### src/rtl/vx_stream_demux_pkg.sv
// Shared constants and helpers for the stream demultiplexer and its per-output slot.
package vx_stream_demux_pkg;

    // Width of the per-slot state word exposed for observation.
    localparam int SLOT_STATE_W = 2;

    // Select width: ceil(log2(n)), but never narrower than one bit.
    function automatic int sel_width(input int n);
        return (n > 1) ? $clog2(n) : 1;
    endfunction

endpackage

### src/rtl/vx_stream_demux_skid_buffer.sv
// One output slot: a main/skid register pair with registered ready, giving
// full throughput without a combinational ready path from consumer to producer.
module vx_stream_demux_skid_buffer
    import vx_stream_demux_pkg::*;
#(
    parameter int DATAW = 32
) (
    input  logic                    clk,
    input  logic                    reset,
    input  logic                    valid_in,
    input  logic [DATAW-1:0]        data_in,
    output logic                    ready_in,
    output logic                    valid_out,
    output logic [DATAW-1:0]        data_out,
    input  logic                    ready_out,
    output logic [SLOT_STATE_W-1:0] state_dbg
);

    typedef enum logic [SLOT_STATE_W-1:0] {
        S_EMPTY = 2'b00,
        S_HALF  = 2'b01,
        S_FULL  = 2'b10
    } state_t;

    state_t           state;
    state_t           state_n;
    logic [DATAW-1:0] main_q;
    logic [DATAW-1:0] skid_q;
    logic             ready_q;
    logic             push;
    logic             pop;
    logic             load_main;
    logic             refill_main;
    logic             load_skid;

    assign push = valid_in && ready_q;
    assign pop  = (state != S_EMPTY) && ready_out;

    always_comb begin
        state_n     = state;
        load_main   = 1'b0;
        refill_main = 1'b0;
        load_skid   = 1'b0;
        case (state)
            S_EMPTY: begin
                if (push) begin
                    state_n   = S_HALF;
                    load_main = 1'b1;
                end
            end
            S_HALF: begin
                if (push && pop) begin
                    load_main = 1'b1;
                end else if (push) begin
                    state_n   = S_FULL;
                    load_skid = 1'b1;
                end else if (pop) begin
                    state_n = S_EMPTY;
                end
            end
            S_FULL: begin
                // Ready is low here, so only a drain of main can happen.
                if (pop) begin
                    state_n     = S_HALF;
                    refill_main = 1'b1;
                end
            end
            default: state_n = S_EMPTY;
        endcase
    end

    always_ff @(posedge clk) begin
        if (reset) begin
            state   <= S_EMPTY;
            ready_q <= 1'b1;
            main_q  <= '0;
            skid_q  <= '0;
        end else begin
            state   <= state_n;
            ready_q <= (state_n != S_FULL);
            if (load_main) begin
                main_q <= data_in;
            end else if (refill_main) begin
                main_q <= skid_q;
            end
            if (load_skid) begin
                skid_q <= data_in;
            end
        end
    end

    assign ready_in  = ready_q;
    assign valid_out = (state != S_EMPTY);
    assign data_out  = main_q;
    assign state_dbg = state;

endmodule

### src/rtl/vx_stream_demux.sv
// Valid/ready demultiplexer: steers each input beat to one of NUM_OUTPUTS
// streams by sel_in, optionally through a per-output skid buffer.
module vx_stream_demux
    import vx_stream_demux_pkg::*;
#(
    parameter int NUM_OUTPUTS = 4,
    parameter int DATAW       = 32,
    parameter int OUT_BUF     = 1,
    parameter int LN          = sel_width(NUM_OUTPUTS)
) (
    input  logic                                      clk,
    input  logic                                      reset,
    input  logic                                      valid_in,
    input  logic [DATAW-1:0]                          data_in,
    input  logic [LN-1:0]                             sel_in,
    output logic                                      ready_in,
    output logic [NUM_OUTPUTS-1:0]                    valid_out,
    output logic [NUM_OUTPUTS-1:0][DATAW-1:0]         data_out,
    input  logic [NUM_OUTPUTS-1:0]                    ready_out,
    output logic [NUM_OUTPUTS-1:0][SLOT_STATE_W-1:0]  slot_state
);

    // Handshake: a beat transfers on any edge where valid and ready are both
    // high; valid never waits on ready, and ready_in never looks at valid_in.

    localparam int NSEL = 1 << LN;

    logic [LN-1:0]   sel_idx;
    logic            sel_ok;
    logic [NSEL-1:0] slot_ready;

    generate
        if (NUM_OUTPUTS == 1) begin : g_single
            logic unused_sel;
            assign unused_sel = ^sel_in;
            assign sel_idx    = '0;
            assign sel_ok     = 1'b1;
        end else if (NUM_OUTPUTS == NSEL) begin : g_pow2
            assign sel_idx = sel_in;
            assign sel_ok  = 1'b1;
        end else begin : g_npow2
            assign sel_idx = sel_in;
            assign sel_ok  = (32'(sel_in) < 32'(NUM_OUTPUTS));
        end

        // Unpopulated select codes read as not-ready.
        if (NSEL > NUM_OUTPUTS) begin : g_pad
            assign slot_ready[NSEL-1:NUM_OUTPUTS] = '0;
        end

        if (OUT_BUF != 0) begin : g_buf
            for (genvar i = 0; i < NUM_OUTPUTS; i++) begin : g_slot
                logic slot_valid_in;
                assign slot_valid_in = valid_in && sel_ok && (sel_idx == LN'(i));

                vx_stream_demux_skid_buffer #(
                    .DATAW (DATAW)
                ) u_slot (
                    .clk       (clk),
                    .reset     (reset),
                    .valid_in  (slot_valid_in),
                    .data_in   (data_in),
                    .ready_in  (slot_ready[i]),
                    .valid_out (valid_out[i]),
                    .data_out  (data_out[i]),
                    .ready_out (ready_out[i]),
                    .state_dbg (slot_state[i])
                );
            end
            // Slot ready is registered; reset masks it so nothing is taken while held.
            assign ready_in = !reset && sel_ok && slot_ready[sel_idx];
        end else begin : g_pass
            for (genvar i = 0; i < NUM_OUTPUTS; i++) begin : g_lane
                assign valid_out[i]  = valid_in && sel_ok && (sel_idx == LN'(i));
                assign data_out[i]   = data_in;
                assign slot_ready[i] = ready_out[i];
                assign slot_state[i] = '0;
            end
            assign ready_in = sel_ok && slot_ready[sel_idx];
        end
    endgenerate

    always_ff @(posedge clk) begin
        if (!reset && valid_in) begin
            assert (sel_ok)
            else $error("vx_stream_demux: select %0d out of range", sel_in);
        end
    end

endmodule

### config.mk
export PLATFORM = sky130hd
export DESIGN_NAME = vx_stream_demux
export DESIGN_NICKNAME = d
export VERILOG_FILES = /design/src/rtl/vx_stream_demux_pkg.sv /design/src/rtl/vx_stream_demux_skid_buffer.sv /design/src/rtl/vx_stream_demux.sv
export SDC_FILE = /design/constraint.sdc
export NUM_CORES = 1
export LEC_CHECK = 0
export BUFFER_PORTS_ARGS = -buffer_cell sky130_fd_sc_hd__buf_2
export CORE_MARGIN = 2
export CORE_UTILIZATION = 40
export DETAILED_ROUTE_END_ITERATION = 8
export PLACE_DENSITY = 0.61
export RECOVER_POWER = 100
export SLEW_MARGIN = 30
export SYNTH_ARGS = -nofsm -noshare
export SYNTH_HDL_FRONTEND = slang
export SYNTH_HIERARCHICAL = 1
export SYNTH_SLANG_ARGS = --single-unit
### constraint.sdc
create_clock -name clk -period 1.6 [get_ports clk]
set_input_delay 0.08 -clock clk [delete_from_list [all_inputs] [get_ports clk]]
set_output_delay 0.08 -clock clk [all_outputs]
set_load 0.01 [all_outputs]
==> run metrics, run 1 <==
status=complete, but fails checks; failing checks=negative setup slack; Worst VDD drop=approximately 0.84 mV; worst skew pair latency=between 0.5 and 0.6 ns; Die Area=29900 um2; WHS Path Cells=3; endpoint type of the worst setup path=primary output; met1 Usage GRT=0.283; Worst path max stage delay=approximately 0.46 ns; top-area cell type share of the netlist area=0.470; clock root cell=clkbuf_16; Post-Place Worst Slack=-0.115 ns; CP Data Required Time=between 1.5 and 2 ns; Post-CTS Setup Inserts=0; Antenna diodes=0; Post-synth EDFFs=0; Fmax achieved=0.598 GHz; Synth Area in XOR/XNOR=0; post-synth cell types=36; Routed WL=33.3 mm; CP max stage cell=mux4_2; Bufs on Longest Clock Path=3; H-tree depth=1; Slew @ Worst Pin=0.571 ns; Post-Synth Simple-Gate Area=0.246; Top Ports=182; count leader, synth=nand2_1; Syn Inst Count=1349; Syn Nets=1390; flops & latches, synth=roughly 270; Crit path max-delay family=multiplexers; Total Neg Setup Slack=-0.0720 ns; reg2reg path depth=6; Num CTS Buffers=29; Synth Area in Compound Gates=0.219; WS Path Type=flip-flop to primary output; via count=10137; worst r2r src=g_buf.g_slot[1].u_slot/state_dbg[0]; first-pass iteration count of the detailed router=5; Iteration-0 DRC Markers=around 740; post-synthesis cell area=roughly 11000 um2; Pins Over Slew Limit=0; vias in the first global route=around 9400; unrepaired setup endpoints after global routing=true; first-pass GRT wire length=between 50 and 60 mm; fillers=around 2700; via/cell ratio=5.16; Area growth syn-to-layout=22.4%; final period utilization=1.04; DRT antenna net count=0; worst hold path class=input pin to flip-flop; largest family of logic cells by synthesized area=simple AND/OR/NAND/NOR gates; Mean Syn Cell Area=roughly 8.5 um2; adder-cell share of the synthesized area=0; Clock Skew=~0.009 ns; overall power=14700 uW; drt wl/cell=17.0 um; Worst Hold End=g_buf.g_slot[1].u_slot/skid_q[29]; Clock Sinks=about 270; post-layout min period=around 1.7 ns; final setup vio count=1; Synth Flop Type=dfxtp_1; asr flop ratio synth=0; Clock transition at path regs=0.06 ns; routing usage on met3=0.0325; Reg area=between 5000 and 6000 um2; met2 Use GR=0.372; crit start category=flip-flop; cell accounting for the most synthesized area=dfxtp_1; GR peak layer=met2; CP arrival=between 1.5 and 2 ns; Cell Count, Final, Fillers Out=1963; CTS tree=done; largest net degree at the start of global routing=43; Initial Utilization=0.409; Synth area leaders=dfxtp_1 47%, nand2_1 17%, a311oi_2 14%; PortBufs=181; Cell Count Post-Placement=between 1500 and 2000; area occupied by multi-input gates=between 5000 and 6000 um2; crit path cell chain=mux4_2 -> nor2b_4 -> buf_6; Crit Path Max Fanout=3; dpl hpwl=21.7 mm; Residual DRC=0; Leak Pwr=0.00475 uW; Buf/Inv on CP=1; synth warn=6; post-synthesis mux area share=0.00920; Core ar.=around 28000 um2; final net count=roughly 1600; share of layout cells above drive strength 1=0.181; width of the die=~170 um; routability cong.=between 0.7 and 0.8; Final Hold Viols=0; antenna violations before repair=0; reg2reg setup slack=~0.02 ns; r2r endpoint=g_buf.g_slot[1].u_slot/data_out[12]; Max Cap Violations=0; gr usage total=0.215; Die Ht=173 um; Rel. slew slack=0.619; Power per Cell Area=around 1100 nW/um2; num rows=61; top cells by count, synth=517 x nand2_1, 268 x dfxtp_1, 133 x nor2_1, 130 x a21oi_1, 108 x a311oi_2; total gr overflow=0; worst setup margin=-0.0720 ns; sequential share of the synthesized area=0.470; Min-Delay Startpoint=reset
-- worst reg2reg max path: cells and delay by family, from the launching register on --
family,cells,cell delay [ns]
buf+inv,2,0.43
flops,1,0.33
compound gates,1,0.28
simple gates,3,0.45
-- how the worst max path moves through the flow --
| stage | start | end | slack (ns) | cells after the start |
|---|---|---|---|---|
| after global placement | sel_in[0] | g_buf.g_slot[0].u_slot/data_out[10] | -0.1 | 8 |
| after CTS | g_buf.g_slot[2].u_slot/ready_in | ready_in | -0.09 | 3 |
| after detailed placement | sel_in[0] | g_buf.g_slot[0].u_slot/data_out[7] | -0.12 | 8 |
| final | g_buf.g_slot[2].u_slot/ready_in | ready_in | -0.07 | 3 |
| after global routing | g_buf.g_slot[2].u_slot/ready_in | ready_in | -0.11 | 3 |
| after floorplan | g_buf.g_slot[0].u_slot/state_dbg[0] | g_buf.g_slot[0].u_slot/data_out[0] | 0.13 | 6 |
-- where the power goes --
group / total [uW] / internal, uW / switching (uW) / leakage (uW)
clock: 6460 / 3780 / 2680 / 0.000448
sequential: 6990 / 6870 / 120 / 0.00217
combinational: 1290 / 499 / 792 / 0.00213
-- logic make-up after synthesis --
group	count (synthesis)
flops	268
simple gates	694
mux	9
buf+inv	114
compound gates	264
-- layout make-up --
cell class | instances | area share
clock buffers | 46 | 0.0608
repair buffers | 291 | 0.134
well taps | 378 | 0.0338
multi-input cells | 967 | 0.381
clock inverters | 7 | 0.00474
inverters | 6 | 0.00161
flip-flops and latches | 268 | 0.384
-- routing by layer --
layer | part of all wire | routed length, um
met3 | 0.051 | 1700
met2 | 0.48 | 16000
met1 | 0.45 | 14900
met5 | 0 | 0
met4 | 0.021 | 702
-- cell usage in the layout, fill, tap and decap left out, types with 2 or more instances in the layout --
cell,n
nand2_1,517
dfxtp_1,265
clkbuf_1,146
nor2_1,133
a21oi_1,130
a311oi_2,99
buf_2,43
buf_4,41
dlygate4sd3_1,38
clkbuf_16,29
a311oi_1,29
buf_12,16
clkbuf_2,9
clkbuf_8,7
nand2b_1,6
mux2i_1,6
clkinv_2,4
nor2b_1,4
inv_1,4
or3_1,4
o22a_1,4
or2_2,4
buf_6,4
nand2_2,4
clkbuf_4,3
dfxtp_2,3
and3b_1,3
or3_2,2
nor2_2,2
nor3_4,2
mux2_2,2
nand4b_1,2
a211o_1,2
inv_2,2
nand3b_1,2
-- through the flow --
stage                util  area, um2  hold WS, ns
floorplan               -      11400        0.182
global placement    0.465      13000        0.382
detailed placement  0.465      13000        0.378
CTS                 0.513      14300       0.0194
global route        0.500      14000       0.0247
finish              0.500      14000       0.0300
-- registers in the layout, indices dropped and copies added (netlist names) --
signal / count
g_buf.g_slot.u_slot/state_dbg: 8
g_buf.g_slot.u_slot/ready_in: 4
g_buf.g_slot.u_slot/data_out: 128
g_buf.g_slot.u_slot/skid_q: 128
-- what timing repair did --
item | in CTS | in global routing
resized for setup | 4 | 7
endpoints found under the setup margin | 1 | 32
hold buffers | 40 | 0
pin swaps | 0 | 0
endpoints found under the hold margin | 266 | 0
cloned | 0 | 0
No activity file was read; power rests on OpenSTA's default activity.
==> run 2: changes to the inputs <==
Settings changed: MAX_ROUTING_LAYER set to met4, RECOVER_POWER 100 to not set.
==> run metrics, run 2 (synthesis results as in run 1) <==
status=complete, but fails checks (unchanged); failing checks=negative setup slack (unchanged); gr usage total=0.221 (was 0.215); Residual DRC=0 (unchanged); Clock transition at path regs=0.06 ns (about the same); share of layout cells above drive strength 1=0.274 (was 0.181); width of the die=173 um (unchanged); worst setup margin=-0.0757 ns (was -0.0720 ns); Num CTS Buffers=29 (unchanged); post-layout min period=1.68 ns (was 1.67 ns); CP arrival=1.60 ns (was 1.59 ns); most common cell after layout, fill and taps aside=nand2_1 (unchanged); WS Path Type=flip-flop to primary output (unchanged); via/cell ratio=5.18 (was 5.16); Clock Sinks=268 (unchanged); Max Cap Violations=0 (unchanged); final setup vio count=1 (unchanged); H-tree depth=1 (unchanged); via count=10172 (was 10137); Antenna diodes=0 (unchanged); Post-CTS Setup Inserts=0 (unchanged); Iteration-0 DRC Markers=831 (was 739); first-pass iteration count of the detailed router=5 (unchanged); Cell Count Post-Placement=1871 (unchanged); area occupied by multi-input gates=5440 um2 (was 5330 um2); crit start category=flip-flop (unchanged); endpoint type of the worst setup path=primary output (unchanged); Cell Count, Final, Fillers Out=1963 (unchanged); Post-Place Worst Slack=-0.115 ns (unchanged); first-pass GRT wire length=52.6 mm (about the same); Final Hold Viols=0 (unchanged); worst hold path class=input pin to flip-flop (unchanged); Slew @ Worst Pin=0.552 ns (was 0.571 ns); switching pwr=3610 uW (was 3590 uW); Combinational Power Share=0.092 (was 0.088); fillers=2651 (was 2749); most frequent cells in the layout=517 x nand2_1, 265 x dfxtp_1, 180 x buf_2 (was 517 x nand2_1, 265 x dfxtp_1, 146 x clkbuf_1); Routed WL=33.4 mm (was 33.3 mm); Core ar.=27900 um2 (unchanged); sequential group share of total power=0.471 (was 0.474); unrepaired setup endpoints after global routing=true (unchanged); Clock Skew=0.00766 ns (was 0.00920 ns); Crit Path Max Fanout=3 (unchanged); CTS tree=done (unchanged); Clock Power Share=0.436 (was 0.438); vias in the first global route=9384 (was 9387); Pins Over Slew Limit=0 (unchanged); P_int=11200 uW (was 11100 uW); Rel. slew slack=0.632 (was 0.619); Leak Pwr=0.00535 uW (was 0.00475 uW); Sw Ratio=0.243 (was 0.244); num rows=61 (unchanged); final net count=1604 (unchanged); Reg area=5370 um2 (unchanged); PortBufs=181 (unchanged); Area growth syn-to-layout=25.6% (was 22.4%); met2 wire length=16.0 mm (about the same); Die Ht=173 um (unchanged); drt wl/cell=17.0 um (about the same); largest net degree at the start of global routing=43 (unchanged); Worst VDD drop=0.832 mV (was 0.835 mV); WL met3=1.65 mm (was 1.70 mm); CP Data Required Time=1.52 ns (about the same); overall power=14800 uW (was 14700 uW); worst skew pair latency=0.54 ns (was 0.55 ns); total gr overflow=0 (unchanged); dpl hpwl=21.7 mm (unchanged); max layer used=met4 (unchanged); Fmax achieved=0.597 GHz (was 0.598 GHz); DRT antenna net count=0 (unchanged); WHS Path Cells=3 (unchanged); Power per Cell Area=1030 nW/um2 (was 1050 nW/um2); antenna violations before repair=0 (unchanged); Die Area=29900 um2 (unchanged); clock root cell=clkbuf_16 (unchanged); Bufs on Longest Clock Path=3 (unchanged); final period utilization=1.05 (was 1.04); routability cong.=0.789 (was 0.779); Top Ports=182 (unchanged); reg2reg path depth=5 (was 6); Initial Utilization=0.409 (unchanged); WL met1=15.1 mm (was 14.9 mm)
## run 2: repair_timing
item,CTS,global route
resized for setup,4,7
setup endpoints to repair,1,32
hold endpoints to repair,266,0
pin swaps,0,0
hold buffers,40,0
## run 2: power by group through the flow
stage	combinational (uW)	clock, uW	sequential (uW)
after global placement	1260	0	7120
after global routing	1470	6860	7000
after floorplan	627	0	7190
after detailed placement	1280	0	7120
after CTS	1380	6600	6980
final	1370	6470	6980
## run 2: cell type report
cell class	count	area share
Clock buffer	46	0.0592
Tap cell	378	0.0330
Timing Repair Buffer	291	0.148
Multi-Input combinational cell	967	0.379
Sequential cell	268	0.374
Inverter	6	0.00157
Clock inverter	7	0.00462
## run 2: stage by stage
step           hold WS [ns]  setup TNS, ns   util  instance area (um2)
2_1_floorplan         0.182              0      -                11400
3_3_place_gp          0.382          -1.73  0.465                13000
3_5_place_dp          0.378          -1.66  0.465                13000
4_1_cts              0.0194        -0.0927  0.513                14300
5_1_grt              0.0247         -0.108  0.513                14300
6_report             0.0330        -0.0757  0.513                14300
## run 2: worst paths after layout
path	startpoint	to	slack [ns]
max	g_buf.g_slot[2].u_slot/ready_in	ready_in	-0.08
min	reset	g_buf.g_slot[1].u_slot/skid_q[29]	0.03
max reg2reg	g_buf.g_slot[1].u_slot/state_dbg[0]	g_buf.g_slot[1].u_slot/data_out[22]	0.07
min reg2reg	g_buf.g_slot[2].u_slot/skid_q[7]	g_buf.g_slot[2].u_slot/skid_q[7]	0.45
## run 2: per-layer routing
layer | global-route usage | vias to the layer above
met1 | 0.284 | 4870
met3 | 0.0310 | 49
met4 | 0.0456 | 0
li1 | - | 4984
met2 | 0.372 | 269
met5 | - | -
## run 2: worst max-delay path, stage by stage, from the launching register on
cell and delay, ns:
dfxtp_2 0.33, mux4_2 0.46, nor2b_4 0.14, buf_6 0.12
==> run 3: changes to the inputs <==
Settings changed: CORE_MARGIN 2 to not set, CORE_UTILIZATION 40 to 55, PLACE_DENSITY 0.61 to 0.79.
==> run metrics, run 3 (synthesis results as in run 1) <==
status=complete, but fails checks (unchanged); failing checks=negative setup slack (unchanged); Clock Sinks=268 (unchanged); Crit Path Max Fanout=2 (was 3); switching pwr=3560 uW (was 3610 uW); Combinational Power Share=0.087 (was 0.092); DRT antenna net count=0 (unchanged); Die Area=21300 um2 (was 29900 um2); post-layout min period=1.70 ns (was 1.68 ns); Leak Pwr=0.00537 uW (was 0.00535 uW); Residual DRC=0 (unchanged); CP startpoint=g_buf.g_slot[1].u_slot/ready_in (was g_buf.g_slot[2].u_slot/ready_in); vias in the first global route=9678 (was 9384); worst skew pair latency=0.53 ns (was 0.54 ns); largest net degree at the start of global routing=65 (was 43); gr usage total=0.291 (was 0.221); most frequent cells in the layout=517 x nand2_1, 262 x dfxtp_1, 179 x buf_2 (was 517 x nand2_1, 265 x dfxtp_1, 180 x buf_2); final period utilization=1.06 (was 1.05); Power per Cell Area=1080 nW/um2 (was 1030 nW/um2); Slew @ Worst Pin=0.486 ns (was 0.552 ns); crit start category=flip-flop (unchanged); Routed WL=31.7 mm (was 33.4 mm); WS Path Type=flip-flop to primary output (unchanged); Sw Ratio=0.231 (was 0.243); via count=10426 (was 10172); Num CTS Buffers=27 (was 29); dpl hpwl=19.8 mm (was 21.7 mm); width of the die=146 um (was 173 um); sequential group share of total power=0.453 (was 0.471); CP Data Required Time=1.52 ns (about the same); worst setup margin=-0.0971 ns (was -0.0757 ns); Fmax achieved=0.589 GHz (was 0.597 GHz); Area growth syn-to-layout=25.3% (was 25.6%); Area after DPL=12800 um2 (was 13000 um2); CP arrival=1.62 ns (was 1.60 ns); via/cell ratio=5.67 (was 5.18); Clock Skew=0.00801 ns (was 0.00766 ns); Pins Over Slew Limit=0 (unchanged); final net count=1591 (was 1604); Worst VDD drop=0.669 mV (was 0.832 mV); routability cong.=0.850 (was 0.789); antenna violations before repair=0 (unchanged); Clock transition at path regs=0.06 ns (about the same); Cell Count, Final, Fillers Out=1840 (was 1963); Top Ports=182 (unchanged); worst hold path class=input pin to flip-flop (unchanged); final setup vio count=1 (unchanged); first-pass iteration count of the detailed router=5 (unchanged); Initial Utilization=0.563 (was 0.409); H-tree depth=1 (unchanged); Max Cap Violations=0 (unchanged); endpoint type of the worst setup path=primary output (unchanged); Clock Power Share=0.460 (was 0.436); total gr overflow=0 (unchanged); Bufs on Longest Clock Path=3 (unchanged); CTS tree=done (unchanged); clock root cell=clkbuf_16 (unchanged); most common cell after layout, fill and taps aside=nand2_1 (unchanged); worst r2r src=g_buf.g_slot[2].u_slot/state_dbg[1] (was g_buf.g_slot[1].u_slot/state_dbg[0]); drt wl/cell=17.2 um (was 17.0 um); Rel. slew slack=0.676 (was 0.632); first-pass GRT wire length=49.2 mm (was 52.6 mm); fillers=1552 (was 2651); Total Neg Setup Slack=-0.0971 ns (was -0.0757 ns); Antenna diodes=0 (unchanged); PortBufs=181 (unchanged); num rows=52 (was 61); Min-Delay Startpoint=sel_in[1] (was reset); Cell Count Post-Placement=1746 (was 1871); P_int=11900 uW (was 11200 uW); Iteration-0 DRC Markers=653 (was 831); Core ar.=20300 um2 (was 27900 um2); overall power=15400 uW (was 14800 uW); Die Ht=146 um (was 173 um); final instance area=14300 um2 (about the same); Final Hold Viols=0 (unchanged); share of layout cells above drive strength 1=0.275 (was 0.274); unrepaired setup endpoints after global routing=true (unchanged)
==> run 3: worst paths after layout <==
check / end / slack (ns) / depth (start not counted)
worst max register to register: g_buf.g_slot[2].u_slot/data_out[7] / 0.02 / 4
worst max-delay path: ready_in / -0.1 / 3
worst min register to register: g_buf.g_slot[2].u_slot/skid_q[10] / 0.45 / 2
worst min-delay path: g_buf.g_slot[1].u_slot/ready_in / 0.13 / 5
==> run 3: worst max-delay path, cell delays in order (launching register included) <==
cell,delay [ns]
dfxtp_2,0.34
mux4_2,0.47
nor2b_4,0.15
buf_6,0.13
==> run 3: final cells by class <==
| cell class | count | area, um2 | share of cell area |
|---|---|---|---|
| Clock buffer | 38 | 797 | 0.0557 |
| Sequential cell | 268 | 5370 | 0.375 |
| Tap cell | 270 | 338 | 0.0236 |
| Inverter | 6 | 22.5 | 0.00157 |
| Multi-Input combinational cell | 968 | 5460 | 0.381 |
| Clock inverter | 11 | 216 | 0.0151 |
| Timing Repair Buffer | 279 | 2100 | 0.147 |
==> run 3: repair_timing <==
action,4_1_cts,5_1_grt
cloned,0,4
hold endpoints to repair,258,0
gates resized for setup,5,8
hold buffers,38,0
setup buffers,4,0
pin swaps,0,1
endpoints found under the setup margin,1,56
==> run 3: stage by stage <==
stage | worst slack [ns] | utilization | hold slack [ns]
finish | -0.0971 | 0.705 | 0.131
global route | -0.113 | 0.705 | 0.148
floorplan | 0.129 | - | 0.182
detailed placement | -0.0357 | 0.629 | 0.377
CTS | -0.0855 | 0.699 | 0.109
global placement | 0.00278 | 0.629 | 0.366
==> run 3: power groups by stage <==
stage,clock [uW],sequential (uW),combinational (uW)
finish,7090,6990,1340
global route,7430,7000,1430
CTS,7160,6980,1310
detailed placement,0,7130,1230
global placement,0,7130,1200
floorplan,0,7190,627
==> run 3: routing by layer <==
layer | global-route usage | part of all wire
met5 | - | 0
met4 | 0.0964 | 0.027
met2 | 0.497 | 0.50
met1 | 0.358 | 0.41
met3 | 0.0328 | 0.067
